==> config.mk <==
export PLATFORM = sky130hd
export DESIGN_NAME = alu_core
export DESIGN_NICKNAME = d
export VERILOG_FILES = /design/src/rtl/alu_core.sv
export SDC_FILE = /design/constraint.sdc
export NUM_CORES = 1
export LEC_CHECK = 0
export BUFFER_PORTS_ARGS = -buffer_cell sky130_fd_sc_hd__buf_2
export CAP_MARGIN = 10
export CORE_UTILIZATION = 59
export DETAILED_ROUTE_END_ITERATION = 7
export PLACE_DENSITY = 0.78
export SYNTH_ARGS = -nofsm -noshare
export SYNTH_HDL_FRONTEND = slang
export SYNTH_SLANG_ARGS = --single-unit
==> constraint.sdc <==
create_clock -name clk -period 3.26 [get_ports clk]
set_input_delay 0 -clock clk [delete_from_list [all_inputs] [get_ports clk]]
set_output_delay 0 -clock clk [all_outputs]
set_load 0.01 [all_outputs]
==> src/rtl/alu_core.sv <==
`default_nettype none
// ============================================================================
// Module      : alu_core
// Description : Execution stage feeding the ALU_out bus. Accepts one
//               operation per valid/ready handshake (3-bit opcode plus two
//               W-bit operands). NOP/ADD/AND/XOR complete in one step; MUL is
//               an iterative shift-add over W cycles. The finished value is
//               presented on `result` together with a one-cycle `done` pulse.
//
//               Build option: define ALU_CORE_FAST_MUL_EN to replace the
//               iterative multiplier with a combinational one, so that MUL
//               finishes with the same latency as the other opcodes.
//
// Ports       : clk     - clock, rising edge
//               rst     - asynchronous reset, active low
//               valid   - opcode/operands present
//               ready   - core can accept (transfer on valid && ready)
//               op      - opcode (000 NOP, 001 ADD, 010 AND, 011 XOR,
//                         100 MUL, others treated as NOP)
//               a, b    - operands, ALU_IN_OP_WIDTH bits
//               done    - one-cycle completion pulse
//               result  - registered result, ALU_OUT_RESULT_WIDTH bits
//
// Revision    : 1.0 - initial release
// ============================================================================
module alu_core #(
    parameter int ALU_IN_OP_WIDTH      = 8,
    parameter int ALU_OUT_RESULT_WIDTH = 16
) (
    input  logic                            clk,
    input  logic                            rst,
    input  logic                            valid,
    output logic                            ready,
    input  logic [2:0]                      op,
    input  logic [ALU_IN_OP_WIDTH-1:0]      a,
    input  logic [ALU_IN_OP_WIDTH-1:0]      b,
    output logic                            done,
    output logic [ALU_OUT_RESULT_WIDTH-1:0] result
);

    localparam int c_W = ALU_IN_OP_WIDTH;
    localparam int c_R = ALU_OUT_RESULT_WIDTH;

    // The result bus must be able to hold a full W x W product.
    generate
        if (c_R != 2 * c_W) begin : g_width_check
            $error("alu_core: ALU_OUT_RESULT_WIDTH must equal 2*ALU_IN_OP_WIDTH");
        end
    endgenerate

    localparam logic [2:0] c_OP_NOP = 3'b000;
    localparam logic [2:0] c_OP_ADD = 3'b001;
    localparam logic [2:0] c_OP_AND = 3'b010;
    localparam logic [2:0] c_OP_XOR = 3'b011;
    localparam logic [2:0] c_OP_MUL = 3'b100;

    localparam logic [1:0] c_S_IDLE = 2'd0;
`ifndef ALU_CORE_FAST_MUL_EN
    localparam logic [1:0] c_S_EXEC = 2'd1;
`endif
    localparam logic [1:0] c_S_DONE = 2'd2;

    logic [1:0]     r_state;
    logic [1:0]     w_next_state;
    logic           w_xfer;
    logic [c_W:0]   w_sum;
    logic [c_R-1:0] w_op_result;
    logic [c_R-1:0] r_result;

`ifndef ALU_CORE_FAST_MUL_EN
    localparam int                c_CNT_W    = (c_W > 1) ? $clog2(c_W) : 1;
    localparam logic [c_CNT_W-1:0] c_CNT_LAST = c_CNT_W'(c_W - 1);

    // Multiplicand shifts left and multiplier shifts right each iteration,
    // so iteration i always looks at bit 0 and adds a<<i.
    logic [c_R-1:0]     r_mcand;
    logic [c_W-1:0]     r_mplier;
    logic [c_R-1:0]     r_acc;
    logic [c_CNT_W-1:0] r_cnt;
    logic [c_R-1:0]     w_acc_next;

    assign w_acc_next = r_acc + (r_mplier[0] ? r_mcand : '0);
`endif

    // Outputs are decodes of the state register only; no input reaches them
    // without passing through a flop.
    assign ready  = (r_state == c_S_IDLE);
    assign done   = (r_state == c_S_DONE);
    assign result = r_result;

    assign w_xfer = valid && (r_state == c_S_IDLE);
    assign w_sum  = {1'b0, a} + {1'b0, b};

    // Single-step results, computed straight from the operands presented at
    // the transfer edge.
    always_comb begin
        w_op_result = '0;
        case (op)
            c_OP_NOP: w_op_result = '0;
            c_OP_ADD: w_op_result[c_W:0]   = w_sum;
            c_OP_AND: w_op_result[c_W-1:0] = a & b;
            c_OP_XOR: w_op_result[c_W-1:0] = a ^ b;
`ifdef ALU_CORE_FAST_MUL_EN
            c_OP_MUL: w_op_result = c_R'(a) * c_R'(b);
`endif
            default:  w_op_result = '0;
        endcase
    end

    // ------------------------------------------------------------------
    // State machine
    // ------------------------------------------------------------------
    always_ff @(posedge clk or negedge rst) begin
        if (!rst) begin
            r_state <= c_S_IDLE;
        end else begin
            r_state <= w_next_state;
        end
    end

    always_comb begin
        w_next_state = r_state;
        case (r_state)
            c_S_IDLE: begin
                if (w_xfer) begin
`ifndef ALU_CORE_FAST_MUL_EN
                    if (op == c_OP_MUL) begin
                        w_next_state = c_S_EXEC;
                    end else begin
                        w_next_state = c_S_DONE;
                    end
`else
                    w_next_state = c_S_DONE;
`endif
                end
            end
`ifndef ALU_CORE_FAST_MUL_EN
            c_S_EXEC: begin
                if (r_cnt == c_CNT_LAST) begin
                    w_next_state = c_S_DONE;
                end
            end
`endif
            c_S_DONE: w_next_state = c_S_IDLE;
            default:  w_next_state = c_S_IDLE;
        endcase
    end

    // ------------------------------------------------------------------
    // Datapath
    // ------------------------------------------------------------------
`ifndef ALU_CORE_FAST_MUL_EN
    always_ff @(posedge clk or negedge rst) begin
        if (!rst) begin
            r_mcand  <= '0;
            r_mplier <= '0;
            r_acc    <= '0;
            r_cnt    <= '0;
        end else if (w_xfer && (op == c_OP_MUL)) begin
            r_mcand  <= c_R'(a);
            r_mplier <= b;
            r_acc    <= '0;
            r_cnt    <= '0;
        end else if (r_state == c_S_EXEC) begin
            r_mcand  <= r_mcand << 1;
            r_mplier <= r_mplier >> 1;
            r_acc    <= w_acc_next;
            r_cnt    <= r_cnt + 1'b1;
        end
    end
`endif

    // result only moves on the way into DONE; it holds otherwise.
    always_ff @(posedge clk or negedge rst) begin
        if (!rst) begin
            r_result <= '0;
        end else if (w_xfer) begin
`ifndef ALU_CORE_FAST_MUL_EN
            if (op != c_OP_MUL) begin
                r_result <= w_op_result;
            end
`else
            r_result <= w_op_result;
`endif
        end
`ifndef ALU_CORE_FAST_MUL_EN
        else if ((r_state == c_S_EXEC) && (r_cnt == c_CNT_LAST)) begin
            r_result <= w_acc_next;
        end
`endif
    end

endmodule
`default_nettype wire
### Word-level counts from Yosys, hierarchy flattened

Index checks and enable logic that the tools add are counted.

* register bits: 61
* input bits: 22
* output and inout bits: 18
* logic and storage cells: 48

* add/sub/neg operators: 3
* eq/ne operators: 11
* muxes and demuxes: 18
* bitwise gates (word level): 2
* reductions and logical operators: 8

Operator list (count)
* $mux W16: 8
* $pmux W8 S3: 1
* $add A16 B16 Y16: 1
* $mux W8: 2
* $add A8 B8 Y9: 1
* $and A8 B8 Y8: 1
* $xor A8 B8 Y8: 1
* $eq A3 B2 Y1 const B: 2
* $eq A3 B3 Y1 const B: 2
* $mux W2: 3
* $mux W3: 2
* $ne A2 B1 Y1 const B: 2
* $pmux W2 S2: 1
* $reduce_and A2 Y1: 2
* $reduce_bool A2 Y1: 2
* $add A3 B1 Y3 const B: 1
* $eq A3 B1 Y1 const B: 1
* $logic_and A1 B1 Y1: 3
* $ne A3 B3 Y1 const B: 1
* $eq A2 B1 Y1 const B: 1
* $eq A2 B2 Y1 const B: 1
* $logic_not A2 Y1: 1
* $ne A2 B2 Y1 const B: 1
* $mux W1: 1

### Longest topological paths before layout

Gate-level depths: netlist of run 1.

* depth after elaboration: 4
* gate-level depth with buffers: 11
* depth with buffers taken out: 10

### Least setup slack after synthesis of run 1

No wires, ideal clock.

* kind: register -> register
* from: register r_mplier[0]
* to: register r_acc[12]
* setup time: 0.121 ns
* arrival time: 2.333 ns
* required time: 3.139 ns
* slack: 0.806 ns
* cell stages (with the launch flop): 12
* path buffers: 1
* clock period less this slack: 2.454 ns
* path through: dfrtp_1 clkbuf_1 and2_1 ha_1 fa_1 a21oi_1 o21ai_1 a211oi_2 o21bai_1 a21oi_1 xnor2_1 a22o_1

* cells in the longest elaborated chain, start to end: 4

Ends and longest elaborated chain
* from (decl): line 77 `logic [c_W-1:0] r_mplier;`
* from (signal assigned): line 166 `r_mplier <= r_mplier >> 1;`
* $mux W16: line 82 `assign w_acc_next = r_acc + (r_mplier[0] ? r_mcand : '0);`
* $add A16 B16 Y16: line 82
* $mux W16: line 164 `end else if (r_state == c_S_EXEC) begin`
* $mux W16: line 159 `end else if (w_xfer && (op == c_OP_MUL)) begin`
* to (signal assigned): line 167 `r_acc <= w_acc_next;`
* to (decl): line 78 `logic [c_R-1:0] r_acc;`

Every way passes these cells. The select of a mux whose other input is x is not followed.
A chain may end at the register's enable or synchronous reset.

### Worst setup path in the final report of run 1

* from: register r_mplier[0]
* to: register r_result[12] (netlist: result[12])

* cells in the longest elaborated chain, start to end: 4

Ends and longest elaborated chain
* $mux W16: line 82
* $add A16 B16 Y16: line 82
* $mux W16: line 187 `else if ((r_state == c_S_EXEC) && (r_cnt == c_CNT_LAST)) begin`
* $mux W16: line 177 `end else if (w_xfer) begin`
* to (signal assigned): line 180 `r_result <= w_op_result;`
* to (signal assigned): line 188 `r_result <= w_acc_next;`
* to (decl): line 68 `logic [c_R-1:0] r_result;`

Every way passes these cells. The select of a mux whose other input is x is not followed.

==> results of run 1 <==
-- worst max path at each step --
stage | depth (start not counted) | slack (ns) | startpoint | endpoint
4_1_cts | 10 | 0.61 | r_mplier[0] | result[12]
3_5_place_dp | 10 | 0.62 | r_mplier[0] | result[12]
2_1_floorplan | 11 | 0.81 | r_mplier[0] | r_acc[12]
6_report | 10 | 0.61 | r_mplier[0] | result[12]
5_1_grt | 10 | 0.35 | r_mplier[0] | result[12]
3_3_place_gp | 10 | 0.72 | r_mplier[0] | result[12]
-- tightest hold or removal path, stage by stage --
cell and delay, ns:
buf_2 0.19, nand3_1 0.11, a31oi_1 0.09
-- power by group --
part / switching, mW / total (mW) / internal [mW]
Clock: 0.316 / 0.670 / 0.355
Combinational: 0.592 / 1.02 / 0.429
Sequential: 0.196 / 1.21 / 1.02
Total: 1.10 / 2.90 / 1.80
-- per-layer routing --
| layer | vias up | global-route usage (%) | share of wire, % |
|---|---|---|---|
| met5 | - | 0 | 0 |
| met4 | 0 | 8.929 | 1.4 |
| met3 | 13 | 4.382 | 6.8 |
| met2 | 112 | 42.69 | 45 |
| met1 | 1482 | 42.32 | 47 |
| li1 | 1536 | - | - |
-- placed cells by master, fill, tap and decap left out, drive strengths merged, types with 5 or more instances in the layout --
master / netlist / layout
inv: 9 / 9
o22ai: 10 / 10
o21ai: 31 / 31
a22oi: 15 / 15
o21bai: 6 / 6
clkbuf: 13 / 9
a21o: 7 / 7
a22o: 7 / 7
dlygate4sd3: 0 / 17
a21oi: 21 / 21
dfrtp: 61 / 61
nand2: 90 / 90
ha: 25 / 25
nor2: 24 / 24
a31oi: 5 / 5
and2: 16 / 16
xor2: 9 / 9
xnor2: 10 / 10
buf: 7 / 44
-- area by class of cell --
cell class | count | share of cell area [%]
Clock buffer | 9 | 2.870
Clock inverter | 7 | 1.768
Inverter | 9 | 0.7826
Multi-Input combinational cell | 319 | 47.71
Sequential cell | 61 | 35.36
Tap cell | 75 | 2.174
Timing Repair Buffer | 61 | 9.333
-- timing repair --
action | 4_1_cts | 5_1_grt
endpoints found under the hold margin | 50 | 0
endpoints found under the setup margin | 0 | 0
hold buffers | 17 | 0
-- flip-flops by register name (all words and copies together) (netlist names) --
name / count
r_acc: 16
r_mcand: 16
result: 16
r_mplier: 8
r_cnt: 3
r_state: 2
-- through the flow --
step,utilization [%],hold WS (ns)
2_1_floorplan,-,-0.2956
3_3_place_gp,65.87,0.1215
3_5_place_dp,65.87,0.1384
4_1_cts,72.06,0.07327
5_1_grt,72.06,0.1032
6_report,72.06,0.08625
-- kinds of logic after synthesis --
family | Yosys count | share of synthesized area [%]
buffers and inverters | 29 | 3.308
and+or+nand+nor | 154 | 19.24
AOI/OAI and AO/OA | 112 | 20.22
DFF | 61 | 41.19
xor gates and xnor gates | 19 | 4.490
adders and majority gates | 27 | 9.521
muxes | 7 | 2.026
==> results by group, run 1 <==
Critical path
  – Critical Path AT: 2.88 ns
  – Setup crit end kind: flip-flop
  – Worst reg2reg startpoint: r_mplier[0]
  – R2R Setup Slk: 0.61 ns
  – Worst r2r path cells: 10
  – CP max stage cell: dfrtp_1
  – Worst path cell trace: and2_1 > ha_1 > fa_1 > a21oi_1 > o21ai_1 > a211oi_2 > o21bai_1 > a21oi_1 > xnor2_1 > a22o_1
  – Top cell family by delay on the critical path: compound AO/OA/AOI/OAI gates
  – CP required: 3.49 ns
  – CP Max Fanout: 17
  – Startpoint Class: flip-flop
  – Crit Path Category: reg2reg
  – Cell mode on critical path: a21oi_1
  – CP max stage delay: 0.51 ns
  – R2r endpoint: result[12]
  – Critical path buffers and inverters: 0

Clock tree
  – Post-cts sizing count: 0
  – Clock slew at reported path FFs: 0.07 ns
  – CTS Sinks: 61
  – Clk_lat worst skew: 0.34 ns
  – CTS H-tree depth: 3
  – Root Driver: clkbuf_8
  – Post-CTS setup buffers: 0
  – TritonCTS clock tree: yes
  – TritonCTS Buffers: 9
  – Clock Path Buffers: 2

Drt
  – DRC: 0
  – Routed Antenna Nets: 0
  – Routed length per instance: 16.04 um
  – DRC marker count from the first detailed-route iteration: 242
  – WL final: 8680 um
  – Routed vias/inst: 5.810
  – Via count: 3143
  – Number of detailed-route iterations in the first pass: 6

Synth
  – Cell taking the most area after synthesis: dfrtp_1
  – Most instantiated library cell after synthesis: nand2_1
  – Yosys warning total: 0
  – Top cells by area, synth: dfrtp_1 (41%), nand2_1 (9.0%), ha_1 (8.4%)
  – Area share of the largest cell type after synthesis: 41.19%
  – Commonest cells in the netlist: nand2_1 (89), dfrtp_1 (61), o21ai_0 (26)
  – Netlist Area Pre-Place: 0.003706 mm2
  – Syn_area_per_cell: 9.061 um2
  – Cell count after synthesis: 409
  – Post-synthesis sequential area ratio: 41.19%
  – Post-synth ARST share: 100.0%
  – EDFF count, synth: 0
  – Syn_nets: 458
  – Primary FF master, synth: dfrtp_1
  – Distinct cells, synth: 50
  – Register bit total from synthesis: 61

Min path
  – Hold_sp: op[0]
  – Worst hold stages: 3
  – Worst hold endpoint: result[3]
  – Hold Path Class: in2reg

Die
  – Row Count: 28
  – Die Y-Extent: 81.26 um
  – Starting Density: 61.86%
  – Die X: 81.26 um
  – Floorplan Core Area: 0.005991 mm2
  – Io pins: 40
  – Die area: 0.006602 mm2

STA
  – Final setup viols: 0
  – Fmax: 0.3771 GHz
  – Final min period: 2.651 ns
  – Count of final max-slew check failures: 0
  – Worst slew margin: 42.82%
  – Worst Slack Setup Final: 0.6085 ns
  – Final Cycle Share: 81.33%
  – Hold Fails Final Rpt: 0
  – RSZ-0062 raised after global routing: no
  – Setup TNS Final: 0 ns
  – Slew @ Worst Pin: 0.8567 ns
  – Clock skew: 0.007145 ns

Final layout
  – Synth-to-Final Area Change: 16.48%
  – Flip-flop and latch area: 0.001526 mm2
  – Fillers: 454
  – Diode count: 0
  – Final non-filler cell total: 541
  – Multi-input logic area: 0.002059 mm2
  – Nets@finish: 510
  – Layout cells sized above 1: 16.31%
  – Design Area, Final: 0.004317 mm2

Placement
  – Port Buffer Count: 39
  – Placed instance area: 0.003946 mm2
  – Placed cell count: 508
  – Post-DP HPWL: 6139 um
  – Dpl ws: 0.6161 ns
  – Placer Congestion: 0.9166

Global routing
  – GRT Util Overall: 28.57%
  – Vias in the first global route: 2835
  – Largest net degree at the start of global routing: 42
  – GRT overflow: 0
  – First-pass GRT wire length: 13950 um
  – Initial antenna violation count: 0

Power and ir drop
  – Leak: 2.119 nW
  – PwrDens: 672.8 mW/mm2
  – Tot Pwr: 2.904 mW
  – VDD IR max: 463.4 uV

Run
  – Max-cap violation count: 0

Run status
  – Status: completed
Power figures use the tool's default switching activity.
==> run 2: changes to the inputs <==
Settings changed: ABC_AREA set to 1, CORE_UTILIZATION 59 to 54, PLACE_DENSITY 0.78 to 0.75.
Clock period 3.26 ns to 2.1 ns, I/O delays scaled along.
==> results by group, run 2 <==
Synth
  – Primary FF master, synth: dfrtp_1
  – Syn_nets: 589
  – Most instantiated library cell after synthesis: nand2_1
  – Area share of the largest cell type after synthesis: 38.75%
  – Top cells by area, synth: dfrtp_1 (39%), nand2_1 (19%), ha_1 (7.9%)
  – Distinct cells, synth: 36
  – Yosys warning total: 0
  – Register bit total from synthesis: 61
  – Post-synthesis sequential area ratio: 38.75%
  – Post-synth ARST share: 100.0%
  – Commonest cells in the netlist: nand2_1 (196), inv_1 (71), dfrtp_1 (61)
  – EDFF count, synth: 0
  – Netlist Area Pre-Place: 0.003939 mm2
  – Cell count after synthesis: 540
  – Syn_area_per_cell: 7.294 um2
  – Cell taking the most area after synthesis: dfrtp_1

Placement
  – Port Buffer Count: 39
  – Placed cell count: 671
  – Post-DP HPWL: 7156 um
  – Placer Congestion: 0.8899

Drt
  – DRC marker count from the first detailed-route iteration: 236
  – Routed length per instance: 14.22 um
  – Routed Antenna Nets: 0
  – Number of detailed-route iterations in the first pass: 5
  – WL final: 10010 um
  – Via count: 3708
  – DRC: 0
  – Routed vias/inst: 5.267

Run
  – Max-cap violation count: 0

Critical path
  – CP max stage delay: 0.44 ns
  – Setup crit end kind: flip-flop
  – Cell mode on critical path: nand2_1
  – CP required: 2.38 ns
  – Critical Path Source: r_mplier[0]
  – CP Max Fanout: 9
  – Worst r2r path cells: 14
  – Worst path cell trace: buf_4 > nand2_1 > inv_1 > ha_4 > inv_1 > o21bai_2 > nand2_1 > nand2_1 > inv_1 > nand2_1 > nor2_1 > nor2_1 > nand3_1 > nand2_1
  – CP endpoint: result[10]
  – Startpoint Class: flip-flop
  – CP max stage cell: dfrtp_2
  – Worst reg2reg startpoint: r_mplier[0]
  – Crit Path Category: reg2reg
  – R2R Setup Slk: 0.12 ns
  – R2r endpoint: result[10]
  – Critical Path AT: 2.26 ns

Die
  – Starting Density: 57.03%
  – Die X: 87.41 um
  – Die Y-Extent: 87.41 um
  – Row Count: 30
  – Floorplan Core Area: 0.006907 mm2
  – Io pins: 40
  – Die area: 0.007640 mm2

Final layout
  – Most frequent cells in the layout: nand2_1 (195), inv_1 (71), dfrtp_1 (60)
  – Layout Utilization: 67.95%
  – Layout cells sized above 1: 15.30%
  – Synth-to-Final Area Change: 19.15%
  – Nets@finish: 652
  – Diode count: 0
  – Fillers: 614
  – Final non-filler cell total: 704
  – Most common cell after layout, fill and taps aside: nand2_1
  – Flip-flop and latch area: 0.001528 mm2
  – Multi-input logic area: 0.002160 mm2

Global routing
  – Vias in the first global route: 3462
  – Initial antenna violation count: 0
  – Largest net degree at the start of global routing: 62
  – GRT Util Overall: 27.83%
  – First-pass GRT wire length: 16330 um
  – GRT overflow: 0

Power and ir drop
  – Comb power frac: 39.1%
  – Tot Pwr: 4.687 mW
  – Leak: 2.686 nW
  – Switching Share: 39.99%
  – Sequential share of power: 40.5%
  – P_int: 2.812 mW
  – Clk pwr share: 20.4%
  – VDD IR max: 597.2 uV
  – Sw Pwr: 1.874 mW
  – PwrDens: 998.6 mW/mm2

STA
  – Hold Fails Final Rpt: 0
  – Fmax: 0.5056 GHz
  – Final Cycle Share: 94.17%
  – Hold WS: 0.02330 ns
  – Setup TNS Final: 0 ns
  – Clock skew: 0.01405 ns
  – Final min period: 1.978 ns
  – Count of final max-slew check failures: 0
  – Slew @ Worst Pin: 0.7803 ns
  – Worst slew margin: 47.98%
  – Final setup viols: 0

Clock tree
  – TritonCTS Buffers: 9
  – Clock slew at reported path FFs: 0.07 ns
  – TritonCTS clock tree: yes
  – Clock Path Buffers: 2
  – Clk_lat worst skew: 0.35 ns
  – CTS H-tree depth: 3
  – Root Driver: clkbuf_8
  – CTS Sinks: 61

Min path
  – Hold Path Class: in2reg

Run status
  – Status: completed
-- run 2: metrics by stage --
stage          setup WS [ns]  cell area, um2
2_1_floorplan        0.02879            3940
3_3_place_gp         0.02669            4253
3_5_place_dp        -0.01428            4253
4_1_cts            0.0006475            4592
5_1_grt             -0.02635            4693
6_report              0.1223            4693
-- run 2: logic make-up (layout without fill, tap and decap cells) --
| kind of cell | after synthesis | in the layout | synth area share, % |
|---|---|---|---|
| AND/OR/NAND/NOR | 289 | 289 | 30.88 |
| buffers and inverters | 88 | 156 | 8.863 |
| AO/OA/AOI/OAI | 70 | 70 | 11.44 |
| flip-flops | 61 | 61 | 38.75 |
| adder cells (fa/ha/maj) | 27 | 27 | 8.958 |
| XOR/XNOR | 5 | 5 | 1.112 |
-- run 2: routing by layer --
metal	global-route usage [%]	part of all wire, %
met5	0	0
met1	39.87	49
met2	43.89	46
met4	8.644	0.68
met3	3.318	4.4
-- run 2: power by group through the flow --
| stage | clock, mW | combinational [mW] | sequential (mW) |
|---|---|---|---|
| 3_5_place_dp | 0 | 1.68 | 1.89 |
| 5_1_grt | 1.02 | 2.06 | 1.95 |
| 3_3_place_gp | 0 | 1.63 | 1.88 |
| 6_report | 0.958 | 1.83 | 1.90 |
| 2_1_floorplan | 0 | 1.23 | 1.84 |
| 4_1_cts | 0.976 | 1.71 | 1.88 |
-- run 2: how the worst min path moves through the flow --
stage,start,end,cells past startpoint
after floorplan,rst,r_acc[0],0
after global placement,rst,result[13],2
after detailed placement,rst,result[13],2
after CTS,op[0],result[0],3
after global routing,a[1],r_mcand[1],3
final,op[0],result[0],3
-- run 2: area by class of cell --
type                       instances  area share, %
sequential                        61          32.55
inverter                          76          6.132
multi-input combinational        391          46.01
timing repair buffer              64          8.958
tap                               96          2.559
clock buffer                      12          3.093
clock inverter                     4         0.6931
-- run 2: critical path: cells and delay by family (launching register included) --
| family | cells | cell delay, ns |
|---|---|---|
| simple gates | 8 | 0.67 |
| flops | 1 | 0.44 |
| buf+inv | 4 | 0.36 |
| fa+ha+maj | 1 | 0.29 |
| compound gates | 1 | 0.16 |
-- run 2: repair_timing --
item                       4_1_cts  5_1_grt
resized for setup                1       18
hold buffers                    16        0
pin swaps                        0        2
hold endpoints to repair        76        0
setup endpoints to repair        1       15
setup buffers                    0        1
